===== config.mk =====
export PLATFORM = sky130hd
export DESIGN_NAME = instr_packer_flat
export DESIGN_NICKNAME = d
export VERILOG_FILES = /design/src/rtl/instr_packer_if.sv /design/src/rtl/instr_packer.sv /design/src/flat_wrapper.sv
export SDC_FILE = /design/constraint.sdc
export NUM_CORES = 1
export LEC_CHECK = 0
export ABC_AREA = 1
export CAP_MARGIN = 20
export CORE_UTILIZATION = 45
export CTS_CLUSTER_SIZE = 30
export DETAILED_ROUTE_END_ITERATION = 6
export PLACE_DENSITY = 0.85
export SYNTH_ARGS = -nofsm -noshare
export SYNTH_HDL_FRONTEND = slang
export SYNTH_SLANG_ARGS = --single-unit

===== constraint.sdc =====
create_clock -name i_clk -period 1.41 [get_ports i_clk]
set_input_delay 0.282 -clock i_clk [delete_from_list [all_inputs] [get_ports i_clk]]
set_output_delay 0.282 -clock i_clk [all_outputs]
set_load 0.005 [all_outputs]

===== src/rtl/instr_packer_if.sv =====
// Loader-to-packer bundle: opcode/operand handshake in, program memory write port
// and load status out.
interface instr_packer_if #(
   parameter int N_BUS    = 16,
   parameter int N_BUS_IN = 11,
   parameter int N_ADDR   = 11
);
   logic                       i_clear;
   logic                       i_valid;
   logic [N_BUS-N_BUS_IN-1:0]  i_opcode;
   logic [N_BUS-1:0]           i_operand;
   logic                       o_ready;
   logic                       o_mem_we;
   logic [N_ADDR-1:0]          o_mem_addr;
   logic [N_BUS-1:0]           o_mem_data;
   logic [N_ADDR:0]            o_count;
   logic                       o_err;
   logic                       o_done;
   logic                       o_full;

   modport master (
      output i_clear, i_valid, i_opcode, i_operand,
      input  o_ready, o_mem_we, o_mem_addr, o_mem_data,
      input  o_count, o_err, o_done, o_full
   );

   modport slave (
      input  i_clear, i_valid, i_opcode, i_operand,
      output o_ready, o_mem_we, o_mem_addr, o_mem_data,
      output o_count, o_err, o_done, o_full
   );
endinterface


===== src/rtl/instr_packer.sv =====
// Narrows operands to the instruction field, packs them with an opcode and
// writes the resulting words sequentially into program memory.
module instr_packer #(
   parameter int N_BUS    = 16,
   parameter int N_BUS_IN = 11,
   parameter int N_ADDR   = 11,
   parameter logic [N_BUS-N_BUS_IN-1:0] HALT_OP = '0
) (
   input  logic          i_clk,
   input  logic          i_reset,
   instr_packer_if.slave bus
);

   typedef enum logic [1:0] {
      IDLE,
      WRITE,
      DONE
   } state_t;

   localparam logic [N_ADDR-1:0] LAST = '1;
   localparam logic [N_ADDR:0]   ONE  = (N_ADDR+1)'(1);

   state_t              state, state_n;
   logic [N_ADDR-1:0]   addr, addr_n;
   logic [N_BUS-1:0]    data, data_n;
   logic [N_ADDR:0]     count, count_n;
   logic                err, err_n;
   logic                done, done_n;
   logic                full, full_n;
   logic                in_range;

   // Upper bits must be zero so the core's zero extension restores the value
   assign in_range = (bus.i_operand[N_BUS-1:N_BUS_IN] == '0);

   always_ff @(posedge i_clk or posedge i_reset) begin
      if (i_reset) begin
         state <= IDLE;
         addr  <= '0;
         data  <= '0;
         count <= '0;
         err   <= 1'b0;
         done  <= 1'b0;
         full  <= 1'b0;
      end else begin
         state <= state_n;
         addr  <= addr_n;
         data  <= data_n;
         count <= count_n;
         err   <= err_n;
         done  <= done_n;
         full  <= full_n;
      end
   end

   always_comb begin
      state_n = state;
      addr_n  = addr;
      data_n  = data;
      count_n = count;
      err_n   = err;
      done_n  = done;
      full_n  = full;
      if (bus.i_clear) begin
         state_n = IDLE;
         addr_n  = '0;
         count_n = '0;
         err_n   = 1'b0;
         done_n  = 1'b0;
         full_n  = 1'b0;
      end else begin
         unique case (state)
            IDLE: begin
               if (bus.i_valid) begin
                  if (in_range) begin
                     data_n  = {bus.i_opcode,
                                bus.i_operand[N_BUS_IN-1:0]};
                     addr_n  = count[N_ADDR-1:0];
                     state_n = WRITE;
                  end else begin
                     err_n = 1'b1;
                  end
               end
            end
            WRITE: begin
               // count doubles as the write pointer
               count_n = count + ONE;
               if (data[N_BUS-1:N_BUS_IN] == HALT_OP) begin
                  done_n  = 1'b1;
                  state_n = DONE;
               end else if (addr == LAST) begin
                  full_n  = 1'b1;
                  state_n = DONE;
               end else begin
                  state_n = IDLE;
               end
            end
            DONE: begin
               state_n = DONE;
            end
            default: begin
               state_n = IDLE;
            end
         endcase
      end
   end

   assign bus.o_ready    = (state == IDLE);
   assign bus.o_mem_we   = (state == WRITE);
   assign bus.o_mem_addr = addr;
   assign bus.o_mem_data = data;
   assign bus.o_count    = count;
   assign bus.o_err      = err;
   assign bus.o_done     = done;
   assign bus.o_full     = full;

endmodule


===== src/flat_wrapper.sv =====
// flat-port wrapper written by rule: the top's interface ports become plain ports
module instr_packer_flat 
#(
   parameter int N_BUS    = 16,
   parameter int N_BUS_IN = 11,
   parameter int N_ADDR   = 11,
   parameter logic [N_BUS-N_BUS_IN-1:0] HALT_OP = '0
)
  (i_clk, i_reset, bus_i_clear, bus_i_valid, bus_i_opcode, bus_i_operand, bus_o_ready, bus_o_mem_we, bus_o_mem_addr, bus_o_mem_data, bus_o_count, bus_o_err, bus_o_done, bus_o_full);
  instr_packer_if #(.N_BUS(N_BUS), .N_BUS_IN(N_BUS_IN), .N_ADDR(N_ADDR)) bus_i ();
  input  logic i_clk;
  input  logic i_reset;
  input wire logic [$bits(bus_i.i_clear)-1:0] bus_i_clear;
  input wire logic [$bits(bus_i.i_valid)-1:0] bus_i_valid;
  input wire logic [$bits(bus_i.i_opcode)-1:0] bus_i_opcode;
  input wire logic [$bits(bus_i.i_operand)-1:0] bus_i_operand;
  output wire logic [$bits(bus_i.o_ready)-1:0] bus_o_ready;
  output wire logic [$bits(bus_i.o_mem_we)-1:0] bus_o_mem_we;
  output wire logic [$bits(bus_i.o_mem_addr)-1:0] bus_o_mem_addr;
  output wire logic [$bits(bus_i.o_mem_data)-1:0] bus_o_mem_data;
  output wire logic [$bits(bus_i.o_count)-1:0] bus_o_count;
  output wire logic [$bits(bus_i.o_err)-1:0] bus_o_err;
  output wire logic [$bits(bus_i.o_done)-1:0] bus_o_done;
  output wire logic [$bits(bus_i.o_full)-1:0] bus_o_full;
  assign bus_i.i_clear = bus_i_clear;
  assign bus_i.i_valid = bus_i_valid;
  assign bus_i.i_opcode = bus_i_opcode;
  assign bus_i.i_operand = bus_i_operand;
  assign bus_o_ready = bus_i.o_ready;
  assign bus_o_mem_we = bus_i.o_mem_we;
  assign bus_o_mem_addr = bus_i.o_mem_addr;
  assign bus_o_mem_data = bus_i.o_mem_data;
  assign bus_o_count = bus_i.o_count;
  assign bus_o_err = bus_i.o_err;
  assign bus_o_done = bus_i.o_done;
  assign bus_o_full = bus_i.o_full;
  instr_packer #(.N_BUS(N_BUS), .N_BUS_IN(N_BUS_IN), .N_ADDR(N_ADDR), .HALT_OP(HALT_OP)) u_core (.i_clk(i_clk), .i_reset(i_reset), .bus(bus_i));
endmodule

== Yosys cells after proc, flatten, opt, wreduce, memory -nomap -nowiden ==
Index checks and enable logic that the tools add are counted.

* Bits in registers: 44
* Output and inout bits: 44

* Add/sub/neg operators: 1
* Eq/ne operators: 7
* Muxes and demuxes: 23
* Bitwise logic cells: 1
* Reduce and logical (&&, ||, !) cells: 15

{| class="wikitable"
|+ Operator list
! operator !! count
|-
| $mux 11 || 4
|-
| $mux 12 || 2
|-
| $add 12x1->12 const B || 1
|-
| $reduce_bool 2->1 || 6
|-
| $eq 11x11->1 const B || 1
|-
| $mux 1 || 11
|-
| $logic_not 5->1 || 2
|-
| $mux 2 || 5
|-
| $reduce_and 3->1 || 3
|-
| $pmux 2 s3 || 1
|-
| $ne 2x2->1 const B || 2
|-
| $reduce_and 2->1 || 2
|-
| $reduce_and 4->1 || 1
|-
| $ne 3x2->1 const B || 1
|-
| $ne 3x3->1 const B || 1
|-
| $eq 2x1->1 const B || 1
|-
| $eq 2x2->1 const B || 1
|-
| $logic_not 2->1 || 1
|-
| $not 1->1 || 1
|}

== Longest topological paths before layout ==
Gate-level depths: netlist of the first run.

* Depth in word-level cells: 5
* Mapped depth: 8
* Depth with buffers taken out: 8

== Worst setup path after synthesis of the first run ==
Ideal clock, no wire load.

* Path kind: reg-to-reg
* From: reg u_core.state[1]
* To: reg u_core.data[15], in the netlist u_core.bus.o_mem_data[15]
* Arrival: 1.066 ns
* Required time: 1.293 ns
* Setup slack: 0.228 ns
* Cell stages (with the launch flop): 8
* Path buffers: 1
* Period minus slack after synthesis: 1.182 ns
* Path through: dfrtp_1 inv_1 nand2_1 nor2_1 nand3_2 buf_2 nand2_1 nand2_1

* Word-level cells in the longest chain between the ends: 2

{| class="wikitable"
|+ RTL lines
! element !! RTL line !! source
|-
| start, declared || instr_packer.sv:23 || <nowiki>state_t state, state_n;</nowiki>
|-
| start signal, assigned || instr_packer.sv:45 || <nowiki>state <= state_n;</nowiki>
|-
| $logic_not 2->1 || instr_packer.sv:71 || <nowiki>unique case (state)</nowiki>
|-
| $reduce_and 4->1 (no source line) || - ||
|-
| end signal, assigned || instr_packer.sv:47 || <nowiki>data <= data_n;</nowiki>
|-
| end, declared || instr_packer.sv:25 || <nowiki>logic [N_BUS-1:0] data, data_n;</nowiki>
|}

No other way between the ends.
A chain may end at the register's enable or synchronous reset.

== Final worst setup path of the first run ==
* From: reg u_core.count[0], in the netlist u_core.bus.o_count[0]
* To: reg u_core.count[10], in the netlist u_core.bus.o_count[10]

* Word-level cells in the longest chain between the ends: 3

{| class="wikitable"
|+ RTL lines
! element !! RTL line !! source
|-
| start, declared || instr_packer.sv:26 || <nowiki>logic [N_ADDR:0] count, count_n;</nowiki>
|-
| start signal, assigned || instr_packer.sv:48 || <nowiki>count <= count_n;</nowiki>
|-
| $add 12x1->12 || instr_packer.sv:86 || <nowiki>count_n = count + ONE;</nowiki>
|-
| $mux 12 || instr_packer.sv:71 ||
|-
| $mux 12 || instr_packer.sv:63 || <nowiki>if (bus.i_clear) begin</nowiki>
|}

No other way between the ends. The select of a mux whose other input is x is not followed.

==> results of run 1 <==
==> area by class of cell <==
| class | instances | share of cell area |
|---|---|---|
| Sequential cell | 44 | 0.352 |
| Inverter | 26 | 0.0339 |
| Clock inverter | 1 | 0.00958 |
| Timing Repair Buffer | 105 | 0.304 |
| Clock buffer | 7 | 0.0308 |
| Tap cell | 50 | 0.0200 |
| Multi-Input combinational cell | 169 | 0.250 |
==> synth_stat cells, drive strengths merged <==
library cell  number
buf                4
nand2             82
nor2              30
o21ai             16
nand4              4
ha                 1
or2                1
clkbuf             2
inv               24
nand3             24
a21oi              7
nand3b             1
nor3               3
clkinv             2
dfrtp             44
==> tightest hold or removal path, delay by kind of cell <==
family	cells	cell delay (ns)
buffers and inverters	3	0.70
==> logic make-up (layout without fill, tap and decap cells) <==
| family | count (synthesis) | after routing | synth area share |
|---|---|---|---|
| buffers and inverters | 32 | 139 | 0.0672 |
| DFF | 44 | 44 | 0.558 |
| AOI/OAI and AO/OA | 23 | 23 | 0.0583 |
| and+or+nand+nor | 145 | 145 | 0.311 |
| adders and majority gates | 1 | 1 | 0.00634 |
==> how the worst min path moves through the flow <==
stage | slack, ns | cells past startpoint | start | to
2_1_floorplan | 0.35 | 1 | bus_i_clear | u_core.bus.o_done
3_3_place_gp | 0.47 | 2 | u_core.bus.o_mem_data[1] | u_core.bus.o_mem_data[1]
3_5_place_dp | 0.47 | 2 | u_core.bus.o_mem_data[9] | u_core.bus.o_mem_data[9]
4_1_cts | 0.33 | 3 | i_reset | u_core.bus.o_mem_data[0]
5_1_grt | 0.37 | 3 | i_reset | u_core.bus.o_mem_data[7]
6_report | 0.32 | 3 | i_reset | u_core.bus.o_mem_data[0]
==> per-stage QoR <==
stage                     hold WS, ns  std cells
after floorplan                 0.345        245
after global placement          0.466        368
after detailed placement        0.469        368
after CTS                       0.326        401
after global routing            0.367        402
final                           0.318        402
==> power breakdown <==
| part | switching, mW | internal (mW) | total [mW] |
|---|---|---|---|
| logic | 0.152 | 0.194 | 0.345 |
| registers | 0.0377 | 1.32 | 1.36 |
| clock network | 0.420 | 0.625 | 1.04 |
==> cells in the final DEF, fill, tap and decap left out, types with 4 or more instances in the layout <==
cell | netlist | routed
nand3_1 | 23 | 23
nor2_1 | 30 | 27
nand2_1 | 82 | 77
dfrtp_1 | 44 | 43
nand4_1 | 4 | 4
nand2_2 | 0 | 5
o21ai_1 | 4 | 6
o21ai_0 | 12 | 9
clkbuf_8 | 0 | 7
a21oi_1 | 7 | 7
clkdlybuf4s50_1 | 0 | 22
dlygate4sd2_1 | 0 | 42
buf_4 | 0 | 32
inv_1 | 24 | 22
==> repair_timing <==
action,CTS,global route
gates cloned,0,1
buffers inserted,25,0
gates resized for setup,49,26
endpoints found under the setup margin,47,30
pin swaps,0,7
==> registers in the layout (all words and copies together) (netlist names) <==
signal,cells
u_core.bus.o_full,1
u_core.bus.o_count,12
u_core.state,2
u_core.bus.o_err,1
u_core.bus.o_mem_data,16
u_core.bus.o_mem_addr,11
u_core.bus.o_done,1
==> routing by layer <==
| layer | track usage | vias to the layer above |
|---|---|---|
| li1 | - | 986 |
| met1 | 0.288 | 945 |
| met2 | 0.422 | 94 |
| met3 | 0.0667 | 9 |
| met4 | 0.0651 | 0 |
| met5 | 0 | - |
==> results.sh, run 1 <==
export IMPL_finalPower_mw=2.75
export IMPL_fillerInstances=308
export IMPL_clk_pin_slew_ns=0.08
export IMPL_min_period_ns=1.37
export IMPL_fin_util=0.761
export IMPL_cts_tree="built"
export IMPL_setup_viol=0
export IMPL_synth_seq_cells=44
export IMPL_grt_max_degree=45
export IMPL_skew_ns=0.00589
export IMPL_post_synth_cell_area_avg_um2=8.06
export IMPL_drc=0
export IMPL_r2r_slack_ns=0.04
export IMPL_ant_nets=0
export IMPL_start_kind="flip-flop"
export IMPL_die_w_um=68.2
export IMPL_routed_top_layer="met4"
export IMPL_nets=377
export IMPL_final_seq_area_mm2=0.00110
export IMPL_cts_buffers=5
export IMPL_fin_setup_tns_ns=0
export IMPL_maxCapViolations=0
export IMPL_end_kind="flip-flop"
export IMPL_netlist_top_cells_area="dfrtp_1, nand2_1, nand3_1, nor2_1, inv_1"
export IMPL_cts_sinks=44
export IMPL_p_per_area_mw_per_mm2=878
export IMPL_drt_pre_antenna_iters=5
export IMPL_wl_met1_um=2140
export IMPL_worstPathCellList="buf_4 > ha_2 > nand2_1 > nor2_1 > nand3_1 > o21ai_0 > inv_1 > nor2_1"
export IMPL_r2r_end="u_core.bus.o_count[10]"
export IMPL_hpwl_um=3370
export IMPL_yosys_warnings=0
export IMPL_cts_buffer_depth=2
export IMPL_r2r_cells=8
export IMPL_tightest_slew_ns=0.256
export IMPL_grt_usage=0.241
export IMPL_clk_latency_ns=0.29
export IMPL_initialDrtViolationCount=144
export IMPL_critPathMaxFanout=4
export IMPL_fin_crit_sh=0.973
export IMPL_max_freq_mhz=729
export IMPL_critical_path_top_delay_family="simple AND/OR/NAND/NOR gates"
export IMPL_cts_hold_buf=0
export IMPL_grt_pass1_vias=1855
export IMPL_syn_area_mm2=0.00197
export IMPL_synth_cell_types=20
export IMPL_p_leak_nw=1.72
export IMPL_clk_root_buffer_cell="clkbuf_8"
export IMPL_postLayoutCellArea_mm2=0.00313
export IMPL_via_per_inst=5.06
export IMPL_vias=2034
export IMPL_ios=69
export IMPL_multi_input_area_um2=785
export IMPL_die_h_um=68.2
export IMPL_rows=23
export IMPL_ctsHtreeMaxLevel=2
export IMPL_cp_slowest_cell="dfrtp_2"
export IMPL_cp_depth=8
export IMPL_place_congestion=0.830
export IMPL_postPlaceCellArea_mm2=0.00278
export IMPL_relSlewSlack=0.828
export IMPL_critical_path_arrival_ns=1.60
export IMPL_layout_setup_ws_ns=0.0375
export IMPL_critPathBufInv=2
export IMPL_post_place_ws_ns=-0.320
export IMPL_hold_viol=0
export IMPL_outcome="finished clean"
export IMPL_met3_length_um=449
export IMPL_num_antenna_cells=0
export IMPL_area_growth_syn_to_layout_pct=58.7
export IMPL_globalRouteOverflowTotal=0
export IMPL_slew_viol_final=0
export IMPL_wl_met2_um=2730
export IMPL_die_area_mm2=0.00466
export IMPL_ir_worst_vdd_uv=752
export IMPL_rr_startpoint="u_core.bus.o_count[0]"
export IMPL_synth_nets=271
export IMPL_criticalPathCategory="flip-flop to flip-flop"
export IMPL_timing_critical_path_to="u_core.bus.o_count[10]"
export IMPL_slowest_delay_ns=0.37
export IMPL_synth_cells=245
export IMPL_hp_class="input port to async pin"
export IMPL_cp_required_ns=1.64
export IMPL_cpMostUsedCell="nor2_1"
export IMPL_synth_top_area_frac=0.558
export IMPL_drt_total_wl_um=5400
export IMPL_port_buffers=68
export IMPL_wl_per_cell_um=13.4
export IMPL_startpoint="u_core.bus.o_count[0]"
export IMPL_drive_gt1_frac=0.179
export IMPL_yosysSeqAreaShare=0.558
export IMPL_antenna_found_initial=0
export IMPL_core_mm2=0.00412
export IMPL_start_util=0.480
export IMPL_synth_top_area_cell="dfrtp_1"
export IMPL_grt_pass1_wl_um=8150
No activity file was read; power rests on OpenSTA's default activity.
==> run 2: changes to the inputs <==
Settings changed: CTS_CLUSTER_DIAMETER from default to 100.
==> results of run 2 <==
The final DEF is identical to that of run 1; final timing and power are the same.
==> run 3: changes to the inputs <==
Settings changed: CORE_UTILIZATION 45 to 40, PLACE_DENSITY 0.85 to 0.77.
==> results.sh, run 3 (synthesis gave the netlist of run 1 again) <==
export IMPL_wl_per_cell_um=11.9
export IMPL_initialDrtViolationCount=134
export IMPL_layout_setup_ws_ns=0.0346
export IMPL_slew_viol_final=0
export IMPL_ctsHtreeMaxLevel=2
export IMPL_die_h_um=72.3
export IMPL_outcome="finished clean"
export IMPL_area_growth_syn_to_layout_pct=56.8
export IMPL_wl_met1_um=2200
export IMPL_nets=379
export IMPL_globalRouteOverflowTotal=0
export IMPL_grt_pass1_wl_um=8450
export IMPL_criticalPathCategory="flip-flop to output pin"
export IMPL_ir_worst_vdd_uv=540
export IMPL_via_per_inst=4.69
export IMPL_cts_buffers=5
export IMPL_drc=0
export IMPL_cts_tree="built"
export IMPL_grt_usage=0.209
export IMPL_maxCapViolations=0
export IMPL_p_leak_nw=1.69
export IMPL_max_freq_mhz=727
export IMPL_rsz0062_at_grt="true"
export IMPL_end_kind="output pin"
export IMPL_critPathMaxFanout=3
export IMPL_skew_ns=0.00704
export IMPL_grt_max_degree=45
export IMPL_critical_path_arrival_ns=1.09
export IMPL_die_w_um=72.3
export IMPL_clk_root_buffer_cell="clkbuf_8"
export IMPL_drt_pre_antenna_iters=5
export IMPL_relSlewSlack=0.798
export IMPL_cts_buffer_depth=2
export IMPL_hpwl_um=3440
export IMPL_critPathBufInv=3
export IMPL_clk_pin_slew_ns=0.09
export IMPL_clk_latency_ns=0.30
export IMPL_routed_top_layer="met4"
export IMPL_min_period_ns=1.38
export IMPL_start_util=0.418
export IMPL_vias=1976
export IMPL_setup_viol=0
export IMPL_grt_pass1_vias=1896
export IMPL_die_area_mm2=0.00522
export IMPL_fin_hold_ws_ns=0.301
export IMPL_met3_length_um=319
export IMPL_cts_sinks=44
export IMPL_tightest_slew_ns=0.301
export IMPL_core_mm2=0.00472
export IMPL_critical_path_top_delay_family="flip-flops"
export IMPL_final_cell_mix="nand2_1, dfrtp_1, dlygate4sd2_1"
export IMPL_port_buffers=68
export IMPL_antenna_found_initial=0
export IMPL_hp_class="input port to async pin"
export IMPL_largest_reg_flops=16
export IMPL_cp_slowest_cell="dfrtp_1"
export IMPL_ant_nets=0
export IMPL_p_per_area_mw_per_mm2=859
export IMPL_cp_required_ns=1.13
export IMPL_worstPathCellList="buf_4 > nand2_1 > inv_2 > buf_2"
export IMPL_ios=69
export IMPL_postPlaceCellArea_mm2=0.00282
export IMPL_slowest_delay_ns=0.40
export IMPL_drt_total_wl_um=5030
export IMPL_drive_gt1_frac=0.161
export IMPL_finalPower_mw=2.66
export IMPL_final_common_cell="nand2_1"
export IMPL_fin_setup_tns_ns=0
export IMPL_postLayoutCellArea_mm2=0.00310
export IMPL_start_kind="flip-flop"
export IMPL_fin_crit_sh=0.975
export IMPL_rows=25
export IMPL_wl_met2_um=2470
export IMPL_hold_viol=0
export IMPL_post_place_ws_ns=-0.235
export IMPL_cts_hold_buf=0
export IMPL_place_congestion=0.815
export IMPL_num_antenna_cells=0
## run 3: metal layers
metal | vias to the layer above | track usage
met3 | 4 | 0.0597
li1 | 990 | -
met5 | - | 0
met1 | 917 | 0.263
met4 | 0 | 0.0566
met2 | 65 | 0.353
## run 3: path summary, 6_finish.rpt
check	startpoint	to	slack, ns	cells past startpoint
worst min register to register	u_core.bus.o_mem_data[8]	u_core.bus.o_mem_data[8]	0.49	2
worst max register to register	u_core.bus.o_count[0]	u_core.bus.o_count[8]	0.11	7
min in group i_clk	u_core.bus.o_mem_data[8]	u_core.bus.o_mem_data[8]	0.49	2
worst max-delay path	u_core.state[0]	bus_o_mem_we	0.03	4
worst min-delay path	i_reset	u_core.bus.o_mem_data[7]	0.30	3
max in group asynchronous	i_reset	u_core.bus.o_done	0.89	3
## run 3: cell type report
| type | instances | area (um^2) |
|---|---|---|
| timing repair buffer | 107 | 936 |
| inverter | 26 | 100 |
| fill | 421 | 1630 |
| clock inverter | 3 | 42.5 |
| multi-input combinational | 169 | 763 |
| sequential | 44 | 1100 |
| clock buffer | 5 | 68.8 |
| tap | 67 | 83.8 |
## run 3: power breakdown
group	switching [mW]	leakage, nW	internal [mW]	total (mW)
combinational	0.143	1.03	0.188	0.331
sequential	0.0380	0.604	1.32	1.36
clock	0.444	0.0541	0.524	0.968
total	0.625	1.69	2.03	2.66
## run 3: what timing repair did
action | in CTS | in global routing
setup buffers | 24 | 1
cloned | 0 | 0
setup endpoints to repair | 44 | 22
gates resized for setup | 48 | 13
## run 3: stage by stage
step                 util  cells
CTS                 0.647    420
detailed placement  0.598    388
floorplan               -    245
finish              0.655    421
global placement    0.598    388
global route        0.655    421
## run 3: worst register-to-register path: stages (launching register included)
cell and delay (ns):
dfrtp_1 0.35, buf_4 0.14, ha_4 0.15, nand2_1 0.06, nor2_1 0.11, nand3_1 0.13, o21ai_0 0.20, a21oi_1 0.06
